[config.mk]
export PLATFORM = sky130hd
export DESIGN_NAME = mux_reg_n_para_1
export DESIGN_NICKNAME = d
export VERILOG_FILES = /design/src/rtl/mux_reg_n_para_1.sv
export SDC_FILE = /design/constraint.sdc
export NUM_CORES = 1
export LEC_CHECK = 0
export ABC_AREA = 1
export CORE_MARGIN = 2
export CORE_UTILIZATION = 34
export CTS_BUF_LIST = sky130_fd_sc_hd__clkbuf_16
export DETAILED_ROUTE_END_ITERATION = 8
export PLACE_DENSITY = 0.76
export RECOVER_POWER = 100
export SYNTH_ARGS = -nofsm -noshare
export SYNTH_HDL_FRONTEND = slang
export SYNTH_SLANG_ARGS = --single-unit
[constraint.sdc]
create_clock -name clk -period 1.1 [get_ports clk]
set_input_delay 0.22 -clock clk [delete_from_list [all_inputs] [get_ports clk]]
set_output_delay 0.22 -clock clk [all_outputs]
set_load 0.01 [all_outputs]
[src/rtl/mux_reg_n_para_1.sv]
`default_nettype none
// ============================================================================
//  Module      : mux_reg_n_para_1
//  Description : Parametrised, registered N-to-1 word multiplexer with a
//                valid/ready handshake and an auto-scan mode. A one-entry
//                output register absorbs downstream stalls. A scan counter
//                walks channels 0..N-1 without any external select logic.
//  Revision    : 1.0  initial release
// ----------------------------------------------------------------------------
//  Parameters
//    WIDTH      bits per channel word
//    N          number of input channels (2..256)
//    SEL_W      select width, must equal $clog2(N)
//  Ports
//    clk        rising-edge clock, sole clock
//    rst        synchronous active-high reset
//    D          N*WIDTH flat channel words, channel k at D[k*WIDTH +: WIDTH]
//    S          direct-mode channel select
//    MODE       0 = select from S, 1 = select from the internal scan counter
//    in_valid   upstream offers D/S for capture this cycle
//    in_ready   block can capture this cycle
//    Y          registered selected word
//    Y_SEL      channel index that produced Y
//    out_valid  Y/Y_SEL/WRAP/ERR hold a valid word
//    out_ready  downstream accepts the word this cycle
//    WRAP       word was captured from channel N-1 in scan mode
//    ERR        word was captured with a select index >= N
// ============================================================================
module mux_reg_n_para_1 #(
    parameter int WIDTH = 4,
    parameter int N     = 8,
    parameter int SEL_W = 3
) (
    input  logic                 clk,
    input  logic                 rst,
    input  logic [N*WIDTH-1:0]   D,
    input  logic [SEL_W-1:0]     S,
    input  logic                 MODE,
    input  logic                 in_valid,
    output logic                 in_ready,
    output logic [WIDTH-1:0]     Y,
    output logic [SEL_W-1:0]     Y_SEL,
    output logic                 out_valid,
    input  logic                 out_ready,
    output logic                 WRAP,
    output logic                 ERR
);

    // ------------------------------------------------------------------------
    // Constants
    // ------------------------------------------------------------------------
    localparam logic [SEL_W-1:0] c_last_ch = SEL_W'(N - 1);
    localparam logic [31:0]      c_n       = 32'(N);

    // ------------------------------------------------------------------------
    // State
    // ------------------------------------------------------------------------
    logic [SEL_W-1:0] cnt_q,       cnt_d;
    logic [WIDTH-1:0] y_q,         y_d;
    logic [SEL_W-1:0] y_sel_q,     y_sel_d;
    logic             wrap_q,      wrap_d;
    logic             err_q,       err_d;
    logic             out_valid_q, out_valid_d;

    // ------------------------------------------------------------------------
    // Combinational datapath
    // ------------------------------------------------------------------------
    logic [SEL_W-1:0] w_sel;
    logic [WIDTH-1:0] w_word;
    logic             w_err;
    logic             w_cnt_last;
    logic             w_capture;

    assign w_sel      = MODE ? cnt_q : S;
    assign w_cnt_last = (cnt_q == c_last_ch);

    // Zero-extend the select before comparing so that the check is
    // well-defined whether or not N fills the whole select range; when
    // N == 2**SEL_W this folds to a constant 0.
    assign w_err      = (32'(w_sel) >= c_n);

    // Single-entry pipeline: a word can be loaded whenever the register is
    // empty or is being drained on this same edge.
    assign in_ready   = !out_valid_q || out_ready;
    assign w_capture  = in_valid && in_ready;

    // Word selection by explicit compare so that an out-of-range select
    // matches no channel and yields an all-zero word instead of reading
    // past the end of D.
    always_comb begin
        w_word = '0;
        for (int k = 0; k < N; k++) begin
            if (w_sel == SEL_W'(k)) begin
                w_word = D[k*WIDTH +: WIDTH];
            end
        end
    end

    // ------------------------------------------------------------------------
    // Next-state logic
    // ------------------------------------------------------------------------
    always_comb begin
        y_d         = y_q;
        y_sel_d     = y_sel_q;
        wrap_d      = wrap_q;
        err_d       = err_q;
        out_valid_d = out_valid_q;

        if (w_capture) begin
            y_d         = w_word;
            y_sel_d     = w_sel;
            err_d       = w_err;
            wrap_d      = MODE && w_cnt_last;
            out_valid_d = 1'b1;
        end else if (out_ready) begin
            // Word consumed with nothing new behind it; data fields keep
            // their stale contents and are ignored while out_valid is low.
            out_valid_d = 1'b0;
        end
    end

    // Scan counter: held at 0 in direct mode so that entering scan mode
    // always begins at channel 0; advances only on an actual capture so a
    // stall never skips a channel.
    always_comb begin
        cnt_d = cnt_q;
        if (!MODE) begin
            cnt_d = '0;
        end else if (w_capture) begin
            cnt_d = w_cnt_last ? '0 : cnt_q + SEL_W'(1);
        end
    end

    // ------------------------------------------------------------------------
    // Registers
    // ------------------------------------------------------------------------
    always_ff @(posedge clk) begin
        if (rst) begin
            cnt_q       <= '0;
            y_q         <= '0;
            y_sel_q     <= '0;
            wrap_q      <= 1'b0;
            err_q       <= 1'b0;
            out_valid_q <= 1'b0;
        end else begin
            cnt_q       <= cnt_d;
            y_q         <= y_d;
            y_sel_q     <= y_sel_d;
            wrap_q      <= wrap_d;
            err_q       <= err_d;
            out_valid_q <= out_valid_d;
        end
    end

    // ------------------------------------------------------------------------
    // Outputs
    // ------------------------------------------------------------------------
    assign Y         = y_q;
    assign Y_SEL     = y_sel_q;
    assign WRAP      = wrap_q;
    assign ERR       = err_q;
    assign out_valid = out_valid_q;

endmodule

`default_nettype wire

Word-level counts from Yosys, hierarchy flattened
Cells that the tools add are included.
Word-level totals
  flip-flop bits (word level): 12
  latch bits: 0
  RAM bits: 0
  memory bits (read-only): 0
  input bits: 40
  output and inout port bits: 11
  memories kept: 0
Cells by class
  add/subtract/negate cells: 1
  multiply operators: 0
  divide/modulo/power cells: 0
  order comparisons: 0
  equal/unequal tests: 8
  shift-type cells: 0
  muxes and demuxes: 12
  bitwise gates (word level): 1
  reduce and logical (&&, ||, !) cells: 7
Operators with widths (number)
  $mux 4: 8
  $eq 3x3->1 const B: 5
  $eq 3x2->1 const B: 2
  $mux 3: 2
  $add 3x1->3 const B: 1
  $eq 3x1->1 const B: 1
  $logic_not 3->1: 1
  $logic_and 1x1->1: 2
  $mux 1: 2
  $reduce_bool 2->1: 1
  $reduce_or 2->1: 1
  $logic_not 1->1: 1
  $logic_or 1x1->1: 1
  $not 1->1: 1

Logic depth before layout (Yosys ltp)
Gate-level depths: netlist (run 1).
  depth in word-level cells: 10
  depth in mapped cells: 11
  depth with buffers taken out: 11

Worst setup path after synthesis (run 1)
OpenSTA, ideal clock, no wires.
  kind: reg-to-reg
  from: register cnt_q[0]
  to: register y_q[0] (netlist: Y[0])
  arrival: 1091 ps
  slack: -103 ps
  cell stages (with the launch flop): 10
  cells stage by stage: dfxtp_1 inv_1 nand2_1 nand2_2 nor3_2 inv_2 nor2_1 nor2_1 nand2_1 nand2_1
On the way
  word-level cells in the longest chain between the ends: 10
  elaborated cells on any way between the ends: 17
  classes of those cells: 7 x eq/ne; 9 x mux; 1 x reduce/logical
RTL lines
  from (decl): RTL line 58  | logic [SEL_W-1:0] cnt_q, cnt_d;
  from (signal assigned): RTL line 146  | cnt_q <= cnt_d;
  $mux 3 *: RTL line 74  | assign w_sel = MODE ? cnt_q : S;
  $logic_not 3->1: RTL line 93  | if (w_sel == SEL_W'(k)) begin
  $mux 4 (7 in a row): RTL line 93
  $mux 4 *: RTL line 93
  to (signal assigned): RTL line 147  | y_q <= y_d;
  to (decl): RTL line 59  | logic [WIDTH-1:0] y_q, y_d;
Mark *: on every way between the ends. The rest lies on a longest branch, timed or not.
A chain may end at the register's enable or synchronous reset.

Worst setup path in the final report (run 1)
  from: register cnt_q[0]
  to: register y_q[3] (netlist: Y[3])
Same word-level chain as after synthesis.

==> impl_metrics.json, run 1 <==
{
  "critPathArrivalTime_ns": 1.51,
  "synth_ff_type": "dfxtp_1",
  "postSynthCellCount": 136,
  "clockBufferDepth": 2,
  "crit_path_top_delay_cell": "dfxtp_2",
  "finalWirelength_mm": 3.923,
  "hp-class": "in -> reg",
  "start_util_pct": 35.52,
  "drive_gt1_share_pct": 43.24,
  "synthArstFlopShare_pct": 0,
  "drt_iter0_markers": 51,
  "ctsHoldBuffers": 0,
  "via_per_inst": 5.111,
  "min_period_ns": 1.384,
  "crit_path_end_kind": "flop",
  "cts.sinks": 12,
  "hold_violations": 0,
  "syn_nets": 178,
  "setup_viol": 10,
  "synth_edf_count": 0,
  "grt_setup_unrepaired": "yes",
  "clock_latency_ns": 0.24,
  "grt_max_degree": 8,
  "finalCritPeriodShare_pct": 125.8,
  "insertedDiodeCount": 0,
  "die_w_um": 54.65,
  "antenna_found_initial": 0,
  "drc": 0,
  "max_freq_mhz": 722.7,
  "port_buffers": 49,
  "avgSynthCellArea_um2": 6.412,
  "cellLeakagePower_nw": 0.9415,
  "antenna_left": 0,
  "grt_pass1_vias": 1262,
  "place_area_mm2": 0.001529,
  "required_ns": 1.23,
  "cp.buffers_inverters": 2,
  "firstDrtPassIters": 4,
  "core_mm2": 0.002455,
  "drv_slew": 0,
  "yosysSeqAreaShare_pct": 27.55,
  "tritoncts": "yes",
  "crit_chain": "inv_2 > nand2_2 > nand2_4 > buf_4 > nand4_1 > nand3_1 > o21bai_1 > nand4_1 > nand2_1 > nand2_1",
  "crit_fanout": 5,
  "design_area_mm2": 0.001991,
  "synth_top_area_cell": "dfxtp_1",
  "h-tree-depth": 1,
  "worst_setup_hold_path_clk_slew_ns": 0.04,
  "violations": "negative setup slack",
  "grt_first_pass_wirelength_mm": 5.533,
  "synth_most_common_cell": "nand2_1",
  "die-area_mm2": 0.002986,
  "io_pins": 51,
  "outcome": "finished, violations left",
  "finalPower_w": 0.001871,
  "cp_top_family": "simple AND/OR/NAND/NOR gates",
  "whs_ns": 0.3983,
  "routed-via-count": 1288,
  "ir_drop_v": 0.001287,
  "nets": 265,
  "grt_overflow": 0,
  "synth_area_leaders": "dfxtp_1 28%, nand2_1 14%, nor2_1 8.2%",
  "area_delta_synth_final_pct": 128.3,
  "synth_cell_types": 23,
  "max-cap-violations": 0,
  "dp.final_hpwl_mm": 2.217,
  "drt-wirelength-per-cell_um": 15.57,
  "power_density_mw_per_mm2": 939.8,
  "track_usage_pct": 25.91,
  "cts_buffers": 3,
  "fin_ws_ns": -0.2837,
  "gp_congestion": 0.8420,
  "synth_commonest_cells": "33 x nand2_1, 19 x nor2_1, 12 x dfxtp_1, 12 x inv_1, 10 x nand4_1",
  "synth_area_um2": 872.1,
  "cts-root-buf": "clkbuf_16",
  "die_h_um": 54.65,
  "cpPeakStageDelay_ns": 0.36,
  "start_kind": "flop",
  "rows": 18,
  "finClkSkew_ns": 0.002187,
  "crit_type": "reg -> reg",
  "ys_warn_count": 0,
  "synth_top_area_share_pct": 27.55,
  "synth-seq-cells": 12
}
## worst reg2reg max path: stages (launching register included)
cell      delay (ns)
dfxtp_2         0.36
inv_2           0.05
nand2_2         0.07
nand2_4         0.08
buf_4           0.15
nand4_1         0.08
nand3_1         0.11
o21bai_1        0.15
nand4_1         0.09
nand2_1         0.07
nand2_1         0.06
## cell type report
class	instances	area (um^2)
clock inverters	1	3.754
well taps	30	37.54
repair buffers	84	802.0
flip-flops and latches	12	249.0
multi-input cells	107	760.7
inverters	15	62.56
clock buffers	3	75.07
fillers	162	464.2
## cells in the final DEF, fill, tap and decap left out, types with 4 or more instances in the layout
| master | count |
|---|---|
| clkdlybuf4s50_1 | 32 |
| nand2_1 | 24 |
| buf_4 | 21 |
| buf_6 | 13 |
| nor2_1 | 12 |
| nand4_1 | 10 |
| dlygate4sd2_1 | 10 |
| nand2_4 | 9 |
| inv_1 | 8 |
| dfxtp_1 | 7 |
| nand2_2 | 7 |
| a21oi_2 | 6 |
| inv_2 | 5 |
| nor2_4 | 5 |
| nand3_1 | 5 |
| dfxtp_2 | 4 |
| nand3_2 | 4 |
## routing by layer
metal,track usage (%),up-vias,part of all wire (%)
li1,-,628,-
met1,29.37,606,40
met2,47.82,46,53
met3,4.372,8,5.3
met4,9.167,0,2.0
met5,0,-,0
## cells by family (layout without fill, tap and decap cells)
family | after synthesis | in the layout | share of synthesized area [%]
simple gates | 82 | 82 | 46.05
fa+ha+maj | 2 | 2 | 2.869
compound gates | 21 | 22 | 13.92
other cells | 1 | 1 | 0.4300
buf+inv | 18 | 103 | 9.181
flops | 12 | 12 | 27.55
## flip-flops by register name, summed over array words and instances (netlist names)
| name | flops |
|---|---|
| WRAP | 1 |
| out_valid | 1 |
| Y | 4 |
| Y_SEL | 3 |
| cnt_q | 3 |
## report_power, final
part	internal [W]	switching [W]
logic	0.000376	0.000330
registers	0.000471	0.0000279
clock network	0.000479	0.000187
total	0.00133	0.000545
## final timing paths
| kind | endpoint | cells after the start | slack [ns] | start |
|---|---|---|---|---|
| hold / removal | out_valid$_SDFFE_PP0P_ | 2 | 0.40 | rst |
| hold reg to reg | Y[0]$_SDFFE_PP0P_ | 2 | 0.46 | Y[0]$_SDFFE_PP0P_ |
| setup reg to reg | Y[3]$_SDFFE_PP0P_ | 10 | -0.28 | cnt_q[0]$_SDFFE_PP0P_ |
| setup / recovery | Y[3]$_SDFFE_PP0P_ | 10 | -0.28 | cnt_q[0]$_SDFFE_PP0P_ |
## metrics by stage
step | setup WS [ns] | TNS [ns] | cells | utilization [%]
2_1_floorplan | -0.06271 | -0.2370 | 136 | -
3_3_place_gp | -0.7340 | -5.736 | 229 | 62.28
3_5_place_dp | -0.8204 | -6.261 | 229 | 62.28
4_1_cts | -0.2275 | -1.129 | 250 | 76.35
5_1_grt | -0.3782 | -1.821 | 252 | 81.09
6_report | -0.2837 | -1.263 | 252 | 81.09
## timing repair
| action | 4_1_cts | 5_1_grt |
|---|---|---|
| cloned | 1 | 0 |
| pin swaps | 19 | 16 |
| setup endpoints to repair | 21 | 15 |
| resized for setup | 65 | 35 |
| buffers inserted | 18 | 4 |
Note: power is estimated with default switching activity, not from simulation.
==> inputs of run 2 (changes only) <==
--- a/config.mk
+++ b/config.mk
@@ -6,11 +6,14 @@
 export NUM_CORES = 1
 export LEC_CHECK = 0
 export ABC_AREA = 1
+export CELL_PAD_IN_SITES_DETAIL_PLACEMENT = 1
+export CELL_PAD_IN_SITES_GLOBAL_PLACEMENT = 2
+export CORE_ASPECT_RATIO = 1.2
 export CORE_MARGIN = 2
-export CORE_UTILIZATION = 34
+export CORE_UTILIZATION = 16
 export CTS_BUF_LIST = sky130_fd_sc_hd__clkbuf_16
 export DETAILED_ROUTE_END_ITERATION = 8
-export PLACE_DENSITY = 0.76
+export PLACE_DENSITY_LB_ADDON = 0.1
 export RECOVER_POWER = 100
 export SYNTH_ARGS = -nofsm -noshare
 export SYNTH_HDL_FRONTEND = slang
==> impl_metrics.json, run 2 (synthesis results as in run 1) <==
{
  "die_w_um": 71.40,
  "worst_setup_hold_path_clk_slew_ns": 0.04,
  "layout_common_cells": "33 x clkdlybuf4s50_1, 27 x nand2_1, 25 x buf_4",
  "finalWirelength_mm": 3.627,
  "die-area_mm2": 0.006060,
  "port_buffers": 49,
  "crit_path_end_kind": "flop",
  "seq_power_share_pct": 28.3,
  "critPathArrivalTime_ns": 1.52,
  "dp.final_hpwl_mm": 2.925,
  "violations": "negative setup slack",
  "required_ns": 1.23,
  "drv_slew": 0,
  "core_mm2": 0.005261,
  "firstDrtPassIters": 3,
  "finalSetupTns_ns": -1.370,
  "cts-root-buf": "clkbuf_16",
  "h-tree-depth": 1,
  "nets": 258,
  "finalPower_w": 0.001734,
  "drt-wirelength-per-cell_um": 13.14,
  "hold_violations": 0,
  "power_density_mw_per_mm2": 973.3,
  "finClkSkew_ns": 0.001462,
  "antenna_left": 0,
  "drt_iter0_markers": 12,
  "clockBufferDepth": 2,
  "intPower_w": 0.001264,
  "rows": 29,
  "crit_fanout": 8,
  "start_kind": "flop",
  "largest_reg_flops": 4,
  "design_area_mm2": 0.001782,
  "fin_util_pct": 33.86,
  "routed-via-count": 1175,
  "comb_power_share_pct": 34.2,
  "power.switching_w": 0.0004698,
  "crit_type": "reg -> reg",
  "insertedDiodeCount": 0,
  "dp.cells": 267,
  "ir_drop_v": 0.0004919,
  "instances_no_fill": 276,
  "start_util_pct": 16.58,
  "area_delta_synth_final_pct": 104.3,
  "cellLeakagePower_nw": 0.8446,
  "ctsHoldBuffers": 0,
  "grt_setup_unrepaired": "yes",
  "drive_gt1_share_pct": 31.78,
  "place_area_mm2": 0.001614,
  "max-cap-violations": 0,
  "gp_congestion": 0.7286,
  "setup_viol": 7,
  "finalCritPeriodShare_pct": 126.1,
  "track_usage_pct": 11.97,
  "min_period_ns": 1.387,
  "grt_overflow": 0,
  "grt_pass1_vias": 1283,
  "via_per_inst": 4.257,
  "antenna_found_initial": 0,
  "die_h_um": 84.88,
  "power_frac_clock_pct": 37.5,
  "tritoncts": "yes",
  "drc": 0,
  "grt_first_pass_wirelength_mm": 5.747,
  "clock_latency_ns": 0.24,
  "p_sw_share_pct": 27.09,
  "fin_ws_ns": -0.2868,
  "max_freq_mhz": 721.1,
  "outcome": "finished, violations left",
  "io_pins": 51,
  "grt_max_degree": 9,
  "cts.sinks": 12,
  "final_common_cell": "clkdlybuf4s50_1",
  "hp-class": "in -> reg",
  "cts_buffers": 3
}
## run 2: power groups by stage
stage / combinational, W / sequential (W) / clock (W)
CTS: 0.000587 / 0.000491 / 0.000669
floorplan: 0.000215 / 0.000509 / 0
global placement: 0.000557 / 0.000497 / 0
detailed placement: 0.000568 / 0.000498 / 0
global route: 0.000651 / 0.000495 / 0.000694
finish: 0.000593 / 0.000490 / 0.000651
## run 2: worst max-delay path, cell delays in order (launching register included)
cell and delay (ns):
dfxtp_2 0.33, inv_2 0.04, nand2_2 0.06, o21ai_4 0.10, buf_4 0.17, nand4_1 0.07, nand3_1 0.09, o21bai_1 0.18
nand4_1 0.11, nand2_1 0.08, nand2_1 0.04
## run 2: worst paths after layout
kind | from | end | slack [ns] | cells after the start
max reg2reg | cnt_q[2]$_SDFFE_PP0P_ | Y[1]$_SDFFE_PP0P_ | -0.29 | 10
min reg2reg | Y[1]$_SDFFE_PP0P_ | Y[1]$_SDFFE_PP0P_ | 0.45 | 2
min | rst | out_valid$_SDFFE_PP0P_ | 0.34 | 2
max | cnt_q[2]$_SDFFE_PP0P_ | Y[1]$_SDFFE_PP0P_ | -0.29 | 10
## run 2: cell type report
cell class | instances | area [um^2]
Fill cell | 646 | 3480
Timing Repair Buffer | 78 | 699.4
Multi-Input combinational cell | 106 | 621.8
Sequential cell | 12 | 244.0
Tap cell | 62 | 77.57
Clock buffer | 3 | 75.07
Inverter | 15 | 63.81
## run 2: metal layers
metal | share of wire [%] | vias up | GRT usage [%] | wire length, um
met5 | 0 | - | 0 | 0
met4 | 0.66 | 0 | 3.602 | 24
met3 | 4.7 | 4 | 2.375 | 171
met2 | 54 | 30 | 23.15 | 1968
met1 | 40 | 534 | 12.76 | 1462
li1 | - | 607 | - | -
## run 2: timing repair
item / CTS / global route
endpoints found under the hold margin: 0 / 0
endpoints found under the setup margin: 21 / 11
gates resized for setup: 41 / 10
buffers inserted: 5 / 1
pin swaps: 10 / 5
## run 2: through the flow
stage | hold WS, ns | worst slack, ns
global placement | 0.4401 | -0.9903
finish | 0.3360 | -0.2868
floorplan | 0.2817 | -0.06271
CTS | 0.4471 | -0.3442
global route | 0.3620 | -0.4152
detailed placement | 0.4387 | -1.054
